## src/rtl/riscv_pkg.sv

```systemverilog
// Shared RISC-V core definitions: load/store width codes and LSU state encoding.
// Pure package with no logic of its own.
// Imported by the LSU and its load-extraction helper.
package riscv_pkg;

  // funct3 width/sign codes for loads and stores
  localparam logic [2:0] F3_B  = 3'b000;
  localparam logic [2:0] F3_H  = 3'b001;
  localparam logic [2:0] F3_W  = 3'b010;
  localparam logic [2:0] F3_BU = 3'b100;
  localparam logic [2:0] F3_HU = 3'b101;

  typedef enum logic [2:0] {
    ST_IDLE,
    ST_ACCESS,
    ST_RESP,
    ST_DONE,
    ST_ERR
  } lsu_state_t;

  // Encodings with no load/store meaning, or unsigned variants used on a store
  function automatic logic req_illegal(input logic st, input logic [2:0] f3);
    return (f3 == 3'b011) || (f3 == 3'b110) || (f3 == 3'b111) || (st && f3[2]);
  endfunction

  // Halfwords need an even address, words a multiple of four
  function automatic logic req_misaligned(input logic [2:0] f3, input logic [1:0] lane);
    return ((f3[1:0] == 2'b01) && lane[0]) || ((f3 == F3_W) && (lane != 2'b00));
  endfunction

endpackage

```

## src/rtl/riscv_load_extract.sv

```systemverilog
// Picks the addressed byte/half/word out of a memory word and extends it.
// Purely combinational; no state.
// Shared by the LSU response path and any later cache read path.
module riscv_load_extract
  import riscv_pkg::*;
(
  input  logic [31:0] read_data,
  input  logic [1:0]  lane,
  input  logic [2:0]  funct3,
  output logic [31:0] value
);

  logic [31:0] shifted;
  logic [7:0]  byte_val;
  logic [15:0] half_val;

  // Select the addressed field, then extend according to the width code
  always_comb begin
    shifted  = read_data >> {lane, 3'b000};
    byte_val = shifted[7:0];
    half_val = lane[1] ? read_data[31:16] : read_data[15:0];
    value    = read_data;
    case (funct3)
      F3_B:    value = {{24{byte_val[7]}}, byte_val};
      F3_BU:   value = {24'h0, byte_val};
      F3_H:    value = {{16{half_val[15]}}, half_val};
      F3_HU:   value = {16'h0, half_val};
      default: value = read_data;
    endcase
  end

endmodule

```

## src/rtl/riscv_lsu.sv

```systemverilog
// Load/store unit: one request at a time, byte-lane stores, extended loads.
// Store done in cycle 2, load done in cycle 3, rejected request flagged in cycle 1.
// start is only looked at in IDLE; requests arriving while busy are dropped.
module riscv_lsu
  import riscv_pkg::*;
#(
  parameter int ADDR_W = 32
) (
  input  logic              clk,
  input  logic              rst,
  input  logic              start,
  input  logic              is_store,
  input  logic [2:0]        funct3,
  input  logic [ADDR_W-1:0] addr_in,
  input  logic [31:0]       store_data,
  output logic              busy,
  output logic              done,
  output logic              err,
  output logic [31:0]       load_data,
  output logic [ADDR_W-1:0] addr,
  output logic [3:0]        WRbe,
  output logic              DMwrite,
  output logic [31:0]       WriteData,
  input  logic [31:0]       ReadData
);

  lsu_state_t  state;
  logic [1:0]  lane_q;
  logic [2:0]  f3_q;
  logic        store_q;
  logic [31:0] ext_val;

  logic [1:0]  lane_in;
  logic [3:0]  be_in;
  logic [31:0] wdata_in;
  logic        reject_in;

  riscv_load_extract u_extract (
    .read_data (ReadData),
    .lane      (lane_q),
    .funct3    (f3_q),
    .value     (ext_val)
  );

  // Store lane enables, replicated write data and request legality from the raw request
  always_comb begin
    lane_in   = addr_in[1:0];
    reject_in = req_illegal(is_store, funct3) || req_misaligned(funct3, lane_in);
    be_in     = 4'b1111;
    wdata_in  = store_data;
    case (funct3[1:0])
      2'b00: begin
        be_in    = 4'b0001 << lane_in;
        wdata_in = {4{store_data[7:0]}};
      end
      2'b01: begin
        be_in    = lane_in[1] ? 4'b1100 : 4'b0011;
        wdata_in = {2{store_data[15:0]}};
      end
      default: begin
        be_in    = 4'b1111;
        wdata_in = store_data;
      end
    endcase
  end

  // Request FSM; every output is a register so nothing follows start combinationally
  always_ff @(posedge clk or posedge rst) begin
    if (rst) begin
      state     <= ST_IDLE;
      lane_q    <= 2'b00;
      f3_q      <= 3'b000;
      store_q   <= 1'b0;
      busy      <= 1'b0;
      done      <= 1'b0;
      err       <= 1'b0;
      DMwrite   <= 1'b0;
      WRbe      <= 4'b0000;
      addr      <= '0;
      WriteData <= 32'h0;
      load_data <= 32'h0;
    end else begin
      done    <= 1'b0;
      err     <= 1'b0;
      DMwrite <= 1'b0;
      case (state)
        ST_IDLE: begin
          if (start) begin
            busy <= 1'b1;
            if (reject_in) begin
              // Rejected requests never reach the memory interface
              state <= ST_ERR;
              done  <= 1'b1;
              err   <= 1'b1;
            end else begin
              state   <= ST_ACCESS;
              lane_q  <= lane_in;
              f3_q    <= funct3;
              store_q <= is_store;
              addr    <= {addr_in[ADDR_W-1:2], 2'b00};
              if (is_store) begin
                WRbe      <= be_in;
                WriteData <= wdata_in;
                DMwrite   <= 1'b1;
              end else begin
                WRbe <= 4'b0000;
              end
            end
          end
        end
        ST_ACCESS: begin
          WRbe <= 4'b0000;
          if (store_q) begin
            state <= ST_DONE;
            done  <= 1'b1;
          end else begin
            state <= ST_RESP;
          end
        end
        ST_RESP: begin
          // ReadData now reflects the word addressed during ACCESS
          load_data <= ext_val;
          state     <= ST_DONE;
          done      <= 1'b1;
        end
        ST_DONE: begin
          busy  <= 1'b0;
          state <= ST_IDLE;
        end
        ST_ERR: begin
          busy  <= 1'b0;
          state <= ST_IDLE;
        end
        default: begin
          busy  <= 1'b0;
          state <= ST_IDLE;
        end
      endcase
    end
  end

endmodule

```

## config.mk

```make
export PLATFORM = sky130hd
export DESIGN_NAME = riscv_lsu
export DESIGN_NICKNAME = d
export VERILOG_FILES = /design/src/rtl/riscv_pkg.sv /design/src/rtl/riscv_load_extract.sv /design/src/rtl/riscv_lsu.sv
export SDC_FILE = /design/constraint.sdc
export NUM_CORES = 1
export LEC_CHECK = 0
export CAP_MARGIN = 20
export CORE_ASPECT_RATIO = 0.75
export CORE_MARGIN = 4
export CORE_UTILIZATION = 44
export DETAILED_ROUTE_END_ITERATION = 8
export GPL_TIMING_DRIVEN = 1
export PLACE_DENSITY = 0.92
export SKIP_CTS_REPAIR_TIMING = 1
export SYNTH_ARGS = -nofsm -noshare
export SYNTH_HDL_FRONTEND = slang
export SYNTH_SLANG_ARGS = --single-unit
```

## constraint.sdc

```tcl
create_clock -name clk -period 3.9 [get_ports clk]
set_input_delay 0.39 -clock clk [delete_from_list [all_inputs] [get_ports clk]]
set_output_delay 0.39 -clock clk [all_outputs]
set_load 0.03 [all_outputs]
```

---- Word-level counts from Yosys, hierarchy flattened ----
Index checks and enable logic that the tools add are counted.
cells by class
  reductions and logical operators ........ 18
  bitwise gates (word level) .............. 2
  equal/unequal tests ..................... 12
  muxes and demuxes ....................... 24
  shift operators ......................... 2
operators by type and width
  operator             count
  $pmux 32 s4          1
  $pmux 32 s2          1
  $shr 32x5->8         1
  $mux 16              1
  $mux 4               4
  $pmux 4 s2           2
  $eq 3x3->1 const B   4
  $mux 1               10
  $eq 3x2->1 const B   3
  $pmux 3 s3           1
  $eq 3x1->1 const B   2
  $logic_not 3->1      2
  $mux 3               2
  $reduce_and 3->1     2
  $logic_or 1x1->1     5
  $ne 2x2->1 const B   2
  $reduce_and 4->1     1
  $reduce_bool 2->1    2
  $shl 1x2->4 const A  1
  $logic_and 1x1->1    3
  $pmux 1 s3           1
  $eq 2x1->1 const B   1
  $logic_not 2->1      1
  $not 1->1            2
  other kinds (3)      3
storage, ports and cells
  output and inout bits ................... 104
  register bits ........................... 111
  word-level logic and storage cells ...... 70
  input bits .............................. 103

---- Depth between registers and ports, before layout ----
  word-level depth ........................ 8
  gate-level depth with buffers ........... 7

---- Cells and area by module ----
From an unflattened synthesis, not the netlist that was laid out.
unflattened totals
  cells, all modules ...................... 448
  area, all modules ....................... 5177.5 µm²
by module, submodules not included
  module              times used  area each (µm²)  cells each
  riscv_lsu           1           4549.4           339
  riscv_load_extract  1           628.1            109

---- Worst setup path after synthesis ----
Ideal clock, no wire load.
  path kind ............................... reg-to-reg
  from .................................... register state[0]
  to ...................................... register WriteData[0]
  cell stages (with the launch flop) ...... 6
  required time ........................... 3.775 ns
  clock period less this slack ............ 1.615 ns
  arrival ................................. 1.489 ns
  slack ................................... 2.285 ns
  cell sequence ........................... dfrtp_1 > buf_2 > nor4b_4 > o211ai_1 > buf_6 > mux2_4
on the way
  cells in the longest elaborated chain, start to end .. 2
ends and longest elaborated chain
  item                               line              source
  start, declared                    riscv_lsu.sv:27   lsu_state_t state;
  start signal, assigned             riscv_lsu.sv:70   state <= ST_IDLE;
  start signal, assigned             riscv_lsu.sv:92   state <= ST_ERR;
  start signal, assigned             riscv_lsu.sv:96   state <= ST_ACCESS;
  $logic_not 3->1                    riscv_lsu.sv:86   case (state)
  $reduce_and 4->1 (no source line)  -
  end signal, assigned               riscv_lsu.sv:103  WriteData <= wdata_in;
  end, declared                      riscv_lsu.sv:23   output logic [31:0] WriteData,
No other way between the ends.
A chain may end at the register's enable or synchronous reset.

---- Final worst setup path ----
  from .................................... input funct3[0]
  to ...................................... register addr[31]
on the way
  cells in the longest elaborated chain, start to end .. 7
ends and longest elaborated chain
  item                                      line              source
  start, declared                           riscv_lsu.sv:13   input logic [2:0] funct3,
  $eq 3x2->1 or $eq 3x3->1 (tied branches)  riscv_pkg.sv:23   return (f3 == 3'b011) || (f3 == 3'b110) || (f3 == 3'b111) || (st && f3[2]);
  $logic_or 1x1->1 (3 in series)            riscv_pkg.sv:23
  $logic_or 1x1->1 (*)                      riscv_lsu.sv:48   reject_in = req_illegal(is_store, funct3) || req_misaligned(funct3, lane_in);
  $not 1->1 (no source line) (*)            -
  $reduce_and 3->1 (no source line) (*)     -
  end signal, assigned                      riscv_lsu.sv:100  addr <= {addr_in[ADDR_W-1:2], 2'b00};
  end, declared                             riscv_lsu.sv:20   output logic [ADDR_W-1:0] addr,
Every way passes the cells marked *; elsewhere a longest branch is shown, timed or not.

==> flow_summary.toml <==
[clocking]
cts.htree.levels = 3
tritoncts_clock_tree = "yes"
ctsLongestPathBuffers = 2
worst_setup_hold_path_clk_slew_ns = 0.07
cts_root_buffer = "clkbuf_16"
clk-insertion-delay-late_ns = 0.34
clock_sinks = 111
numCtsBuffers = 9

[placed_design]
detailed_place_hpwl_um = 11400
gp_congestion = 0.927
dp_worst_setup_slack_ns = 1.22
port_buffers = 204
number_of_placed_instances_taps_included = 807

[sta]
worst_slew_margin = 0.390
rsz0062_at_grt = "no"
min_period_over_period = 0.593
timing.final.crit_period_ns = 2.31
clock.fmax_ghz = 0.433
slew_viol_final = 0
final.setup_skew_ns = 0.00964
setup_total_negative_slack_ns = 0
final-hold-violation-count = 0
final-setup-viol-count = 0
final.setup.worst_slack_ns = 1.59
worstMarginPinSlew_ns = 0.913

[yosys]
synth.yosys.warnings = 0
synth_area_leader_cell = "dfrtp_1"
post_synthesis_async_set_or_reset_flop_share = 1.00
ys_types = 39
most_instantiated_flip_flop_cell_in_the_synthesis_netlist = "dfrtp_1"
synth.ff_latch_count = 111
synthCells = 468
top_area_cells_in_the_synthesized_netlist = "dfrtp_1 54%, mux2_4 11%, mux2i_1 6.2%"
post_synthesis_instance_area_um2 = 5170
synth_seq_area_share = 0.537
synth_enable_flop_cells = 0
synth_largest_type_area_fraction = 0.537
synth_area_per_cell_um2 = 11.1

[grt]
grt_first_pass_wirelength_um = 23400
grt-busiest-layer = "met2"
grt_antenna_before_repair = 0
grt_start_max_net_pins = 61
track_usage = 0.217
grt-ovfl-total = 0
met1_usage = 0.279
grt_util_met2 = 0.350
grt_use_met3 = 0.0753
first_global_vias = 4374

[cells_and_area]
fin_cells = 823
insertedDiodeCount = 0
area_overhead_vs_synth_pct = 47.3
fraction_of_final_layout_cells_with_drive_strength_greater_than_1 = 0.120
nFillCells = 823
design.final.nets = 764
final-seq-area_um2 = 2780
multi_input_area_um2 = 2230

[route]
detail_route.iter0.violations = 244
drc_errors = 0
detailed_routing_iterations_pass_1 = 5
totalWireLength_um = 15000
vias = 4281
detail-route-antenna-nets = 0
drt-vias-per-instance = 5.20
wl_per_cell_um = 18.2

[worst_setup_path]
crit_top_cell = "buf_4"
worstSetupStartpointType = "primary input"
critical_path.n_buffers_inverters = 3
worst-r2r-setup-slack_ns = 1.72
cell_by_cell_trace_of_the_critical_path = "clkdlybuf4s50_1 > buf_4 > a221oi_2 > o21ai_4 > buf_4 > mux2_2"
required_ns = 4.12
crit_family = "buffers and inverters"
endpoint_kind = "register"
timing_worst_setup_path_type = "primary input to register"
worst_path_largest_cell_delay_ns = 0.56
crit_path_max_fanout = 35
crit_slowest_cell = "buf_4"
critPathArrivalTime_ns = 2.54

[die]
initial_core_util = 0.462
io_pins = 207
dieHeight_um = 102
fp.dieArea_um2 = 13600
chipWidth_um = 133
floorplan.rows = 33
core_box_area_um2 = 11200

[power_and_ir_drop]
p_leak_uw = 0.00334
power.total_uw = 6530
p_per_area_nw_per_um2 = 857
peakVddDrop_uv = 506

[flow_run]
timing.max_cap.violations = 0

[min_path]
worst_hold_path_type = "register to register"

[status]
status = "complete, no violations"
stage by stage:
step,cell area (um2),utilization,hold slack [ns]
floorplan,5180,-,0.458
global placement,7330,0.655,0.465
finish,7620,0.681,0.487
CTS,7620,0.681,0.493
detailed placement,7330,0.655,0.476
global route,7620,0.681,0.518
registers in the layout (all words and copies together) (netlist names), 2 cells and up:
name       cells
lane_q         2
WRbe           4
load_data     32
state          3
addr          30
WriteData     32
f3_q           3
layout make-up:
| cell class | count | area share |
|---|---|---|
| timing repair buffer | 212 | 0.276 |
| clock buffer | 10 | 0.0314 |
| multi-input combinational | 322 | 0.293 |
| tap | 157 | 0.0258 |
| inverter | 5 | 0.00279 |
| sequential | 111 | 0.365 |
| clock inverter | 6 | 0.00673 |
logic make-up after synthesis:
family,after synthesis,synth area share
buffers and inverters,36,0.0353
flip-flops,111,0.537
AO/OA/AOI/OAI,110,0.118
XOR/XNOR,1,0.00169
AND/OR/NAND/NOR,132,0.121
multiplexers,77,0.187
other,1,0.000725
cells in the final DEF, fill, tap and decap left out, types with 2 or more instances in the layout:
master	n
nand2b_1	8
nor2b_1	4
dfrtp_1	111
clkbuf_16	9
inv_6	3
a21boi_0	2
nand2_1	61
nand3b_1	8
conb_1	2
clkdlybuf4s50_1	204
o21ai_0	38
mux2_4	37
a21oi_1	42
inv_1	3
nor2_1	33
or3_1	8
mux2_2	8
nand3_1	4
o21ai_1	18
buf_4	8
mux2i_1	32
synthesized netlist by cell type, types with 2 or more instances:
cell and number:
buf_2 8, o21ai_1 18, nand2b_1 8, dfrtp_1 111, nand3_1 4, buf_6 4
nand3b_1 8, o21ai_0 38, a21oi_1 42, mux2i_1 32, nor2_1 33, inv_1 4
mux2_4 37, a21boi_0 2, nor2b_1 4, buf_4 2, clkbuf_1 17, or3_1 8
nand2_1 61, mux2_2 8
final timing paths:
check / start / endpoint / depth (start not counted)
hold / removal: WriteData[21] / WriteData[21] / 2
hold reg to reg: WriteData[21] / WriteData[21] / 2
max in group asynchronous: rst / addr[6] / 3
min in group asynchronous: rst / addr[13] / 2
setup reg to reg: lane_q[1] / load_data[17] / 4
setup / recovery: funct3[0] / addr[31] / 6
worst min-delay path: stages, from the launching register on:
cell,delay (ns)
dfrtp_1,0.34
nand2_1,0.05
o21ai_1,0.06
routing by layer:
layer	part of all wire	vias up
met5	0	-
met4	0.022	0
met3	0.084	24
met2	0.47	176
met1	0.42	2085
li1	-	1996
power breakdown:
part | switching (uW) | leakage (uW) | total (uW) | internal [uW]
Combinational | 1970 | 0.00185 | 3530 | 1560
Clock | 428 | 0.000146 | 891 | 463
Sequential | 407 | 0.00135 | 2110 | 1700
Total | 2800 | 0.00334 | 6530 | 3720
No activity file was read; power rests on OpenSTA's default activity.
==> RTL change 1 (same flow settings) <==
Add an input register stage for `addr_in`, cleared by the reset; this delays it by one clock. The other inputs are not delayed to match.
--- a/src/rtl/riscv_lsu.sv
+++ b/src/rtl/riscv_lsu.sv
@@ -24,6 +24,16 @@
   input  logic [31:0]       ReadData
 );
 
+  logic [ADDR_W-1:0] addr_q;
+
+  always_ff @(posedge clk or posedge rst) begin
+    if (rst) begin
+      addr_q <= '0;
+    end else begin
+      addr_q <= addr_in;
+    end
+  end
+
   lsu_state_t  state;
   logic [1:0]  lane_q;
   logic [2:0]  f3_q;
@@ -44,7 +54,7 @@
 
   // Store lane enables, replicated write data and request legality from the raw request
   always_comb begin
-    lane_in   = addr_in[1:0];
+    lane_in   = addr_q[1:0];
     reject_in = req_illegal(is_store, funct3) || req_misaligned(funct3, lane_in);
     be_in     = 4'b1111;
     wdata_in  = store_data;
@@ -97,7 +107,7 @@
               lane_q  <= lane_in;
               f3_q    <= funct3;
               store_q <= is_store;
-              addr    <= {addr_in[ADDR_W-1:2], 2'b00};
+              addr    <= {addr_q[ADDR_W-1:2], 2'b00};
               if (is_store) begin
                 WRbe      <= be_in;
                 WriteData <= wdata_in;
Behaviour: not the same (Yosys sat finds a counterexample within 4 cycles, from zero or initial values and one cycle with rst high).
==> RTL change 1 against the original RTL <==
- critical path depth fell by 3
- maximum frequency shrank 5.1%
- clock skew decreased by 0.00056 ns
- via count grew 8.0%
- total power increased by 18%
- cell count up 8.1%
- global-route usage down 1.1 points
- sequential cell count rose by 32
- cell area grew 17%
- worst setup slack worse by 0.12 ns
- utilization fell by 2.8 points
- wire length rose by 8.4%
- synthesized area grew 18%
- combinational power barely moved
- largest cell class unchanged
- largest power group unchanged
==> RTL change 1: results (changes against the original RTL) <==
* Run status: complete, no violations
* CTS H-tree lvls at 4 (+1)
* Layout Nets at 806 (+5.5%)
* FILL cells at 987 (+20%)
* FF-to-FF Start: lane_q[1]
* Cell family contributing the most delay on the critical path: flip-flops
* Total clock buffers created by CTS at 17 (+8)
* Count of cells along the worst register-to-register path at 3 (-1)
* Signal arrival time at the worst endpoint at 2.66 ns (+0.12 ns)
* Synth area leaders: sky130_fd_sc_hd__dfrtp_1 58%, sky130_fd_sc_hd__mux2_4 8.1%, sky130_fd_sc_hd__mux2i_1 4.2%
* Post-synth top cells: 143 x sky130_fd_sc_hd__dfrtp_1, 60 x sky130_fd_sc_hd__nand2_1, 33 x sky130_fd_sc_hd__a21oi_1, 33 x sky130_fd_sc_hd__mux2_4
* Largest registers in the final layout: WriteData x32, addr_q x32, load_data x32
* R2R setup slack at 1.46 ns (-0.26 ns)
* Routability-driven placement congestion ratio at 0.874 (-5.7%)
* Count of different cell masters after synthesis at 45 (+15%)
* Highest-delay cell along the critical path: sky130_fd_sc_hd__dfrtp_1
* Class of the tightest hold or removal check: in -> async
* Leakage component of the power at 3.96 nW (+19%)
* Share of cells above drive strength 1 at 15.7% (+3.7 points)
* Peak supply drop at 0.524 mV (+3.5%)
* Pin count of the biggest net entering global routing at 63 (+3.3%)
* Final WL at 16.3 mm (+8.4%)
* Initial drt markers at 251 (+2.9%)
* Latest clock arrival within the worst-skew pair at 0.41 ns (+0.07 ns)
* # port buffers at 204 (unchanged)
* Total Routing Usage GR at 20.5% (-1.1 points)
* Number of vias after detailed routing at 4,623 (+8.0%)
* Power density cells at 860 nW/um^2 (+0.35%)
* First-pass GRT wire length at 25.4 mm (+8.7%)
* Post-Route Hold Slack at 0.249 ns (-0.238 ns)
* Stage delay of the slowest cell on the critical path at 0.90 ns (+0.34 ns)
* Clock skew after layout at 0.00909 ns (-0.000558 ns)
* Post-Place Cell Area at 8310 sq um (+13%)
* Clock tree root buffer cell: sky130_fd_sc_hd__clkbuf_16
* Worst setup path endpoint: load_data[27]
* Slew margin rel. at 34.1% (-4.9 points)
* Half-perimeter wire length after placement at 11.9 mm (+4.3%)
* Kind of critical path: reg -> reg
* TritonRoute pass-1 iters at 5 (unchanged)
* Vias in the first global route at 4,876 (+11%)
* Count of final max-slew check failures at 0 (unchanged)
* Maximum fanout encountered on the critical timing path at 26 (-26%)
* Sequential element share of the synthesized area at 58.4% (+4.7 points)
## RTL change 1: cell count changes after synthesis, moves of 9 or more
cell,delta
sky130_fd_sc_hd__nand3_1,+23
sky130_fd_sc_hd__o21ai_0,-11
sky130_fd_sc_hd__nor2_1,-9
sky130_fd_sc_hd__a21oi_1,-9
sky130_fd_sc_hd__nand3_2,+10
sky130_fd_sc_hd__dfrtp_1,+32
## RTL change 1: kinds of logic (layout without fill, tap and decap cells)
kind of cell           count (synthesis)  in the layout  share of synthesized area [%]
multiplexers                          75             75                           15.5
flip-flops                           143            143                           58.4
AO/OA/AOI/OAI                         96             96                           9.92
AND/OR/NAND/NOR                      147            147                           12.6
buffers and inverters                 40            251                           3.37
XOR/XNOR                               1              1                          0.143
other                                  1              2                         0.0612
## RTL change 1: cell type report
class,count,share of cell area [%]
sequential,143,40.1
multi-input combinational,321,26.4
timing repair buffer,214,24.2
clock buffer,18,4.92
tap,175,2.45
clock inverter,13,1.71
inverter,6,0.295
## RTL change 1: routing by layer
metal / up-vias / wire length [microns] / global-route usage, %
met1: 2257 / 6860 / 26.7
met2: 201 / 8020 / 34.0
met5: - / 0 / 0
li1: 2155 / - / -
met3: 10 / 1280 / 6.08
met4: 0 / 120 / 5.39
## RTL change 1: where the power goes
part,internal (mW),leakage (nW),switching [mW]
combinational,1.59,1.95,1.94
sequential,2.05,1.74,0.473
clock,0.970,0.274,0.652
total,4.61,3.96,3.06
## RTL change 1: stage by stage
step / setup WS [ns] / instances
4_1_cts: 1.44 / 889
6_report: 1.46 / 890
3_3_place_gp: 1.41 / 858
2_1_floorplan: 1.72 / 504
3_5_place_dp: 1.34 / 858
5_1_grt: 1.27 / 890
==> RTL change 2 (same settings) <==
Made on the original files. Change the parameter `ADDR_W` from 32 to 48.
--- a/src/rtl/riscv_lsu.sv
+++ b/src/rtl/riscv_lsu.sv
@@ -4,7 +4,7 @@
 module riscv_lsu
   import riscv_pkg::*;
 #(
-  parameter int ADDR_W = 32
+  parameter int ADDR_W = 48
 ) (
   input  logic              clk,
   input  logic              rst,
Ports: changed (resized addr and addr_in); port bits go from 207 to 239. No check against the original RTL was run, so the function may have changed too.
==> RTL change 2 against the original RTL <==
- utilization rose by 2.2 points
- worst setup slack better by 0.15 ns
- total power up 17%
- count of clock-buffer cells in the layout is 8 higher
- sequential share of layout area shrank 0.12 points
- sequential cell count rose by 16
- cell area grew 15%
- clock skew increased by 0.0018 ns
- synthesized area rose by 9.1%
- wire length is 9.8% higher
- via count increased by 10%
- largest power group unchanged
- highest routed layer unchanged
==> RTL change 2: results (changes against the original RTL) <==
* Run status: complete, no violations
* TritonRoute pass-1 iters at 6 (+1)
* Peak supply drop at 0.532 mV (+5.1%)
* Switching portion of total power at 41.4% (-1.5 points)
* Dpl ws at 1.33 ns (+0.107 ns)
* Clock skew after layout at 0.0114 ns (+0.00180 ns)
* Latest clock arrival within the worst-skew pair at 0.40 ns (+0.06 ns)
* Slew margin rel. at 57.3% (+18 points)
* Synth area leaders: sky130_fd_sc_hd__dfrtp_1 56%, sky130_fd_sc_hd__mux2_1 11%, sky130_fd_sc_hd__mux2i_1 4.4%
* GR Layer Usage met3 at 7.19% (-0.34 points)
* Number of vias per cell at 5.25 (+0.86%)
* Post-synth top cells: 127 x sky130_fd_sc_hd__dfrtp_1, 59 x sky130_fd_sc_hd__nand2_1, 57 x sky130_fd_sc_hd__mux2_1
* Leakage component of the power at 3.76 nW (+13%)
* Number of antenna violations at the first check in global routing at 0 (unchanged)
* Post-Place Cell Area at 8160 sq um (+11%)
* M2 GR Usage at 36.6% (+1.6 points)
* Layout Nets at 841 (+10%)
* GR Layer Usage met1 at 29.8% (+1.9 points)
* Wire per inst at 18.3 microns (+0.29%)
* CTS H-tree lvls at 4 (+1)
* First-pass GRT wire length at 26.9 mm (+15%)
* Total clock buffers created by CTS at 17 (+8)
* Total Routing Usage GR at 22.8% (+1.1 points)
* Count of different cell masters after synthesis at 42 (+7.7%)
* Capturing point of the worst reg2reg path: load_data[30]
* Class of the tightest hold or removal check: in -> async
* Routability-driven placement congestion ratio at 0.915 (-1.3%)
* Power drawn by the sequential cells at 2.35 mW (+11%)
* Half-perimeter wire length after placement at 12.5 mm (+9.1%)
* Largest registers in the final layout: addr x46, WriteData x32, load_data x32
* Initial drt markers at 253 (+3.7%)
* # port buffers at 236 (+16%)
* Share of cells above drive strength 1 at 8.30% (-3.7 points)
* P_int at 4.46 mW (+20%)
* Signal arrival time at the worst endpoint at 2.41 ns (-0.13 ns)
* Vias in the first global route at 5,045 (+15%)
* Maximum fanout encountered on the critical timing path at 16 (-54%)
* Pin count of the biggest net entering global routing at 59 (-3.3%)
* Sequential element share of the synthesized area at 56.3% (+2.6 points)
* Kind of critical path: reg -> reg
[RTL change 2: final cells by class]
type	instances	area (sq um)	area share, %
Sequential cell	127	3180	36.3
Clock buffer	18	429	4.91
Timing Repair Buffer	245	2440	27.9
Clock inverter	14	160	1.83
Tap cell	166	208	2.38
Inverter	6	25.0	0.286
Multi-Input combinational cell	325	2300	26.3
[RTL change 2: worst max-delay path, stage by stage, from the launching register on]
cell and delay, ns:
sky130_fd_sc_hd__dfrtp_1 0.67, sky130_fd_sc_hd__mux4_2 0.64, sky130_fd_sc_hd__and2_4 0.18, sky130_fd_sc_hd__o21ai_4 0.38, sky130_fd_sc_hd__nand3_1 0.14
[RTL change 2: cells by family (layout without fill, tap and decap cells)]
logic type	Yosys count	count (layout)	share of synthesized area, %
flip-flops	127	127	56.3
AND/OR/NAND/NOR	139	139	12.1
other	1	2	0.0664
XOR/XNOR	1	1	0.155
multiplexers	91	91	17.8
buffers and inverters	40	283	3.21
AO/OA/AOI/OAI	92	92	10.3
[RTL change 2: how the worst max path moves through the flow]
stage / slack, ns / startpoint / to / cells past startpoint
final: 1.73 / lane_q[1] / load_data[30] / 4
after global routing: 1.60 / lane_q[1] / load_data[30] / 4
after CTS: 1.74 / lane_q[1] / load_data[30] / 4
after detailed placement: 1.33 / funct3[0] / addr[20] / 6
after global placement: 1.40 / funct3[0] / addr[4] / 6
after floorplan: 0.13 / rst / DMwrite / 1
[RTL change 2: metrics by stage]
step                      cells  hold slack [ns]
final                       901            0.439
after floorplan             492            0.458
after global routing        901            0.502
after global placement      869            0.462
after detailed placement    869            0.472
after CTS                   901            0.459
[RTL change 2: metal layers]
layer  vias up  wire length, microns
met5         -                     0
met4         0                   312
met3        30                  1420
met2       230                  7760
met1      2260                  6990
li1       2207                     -
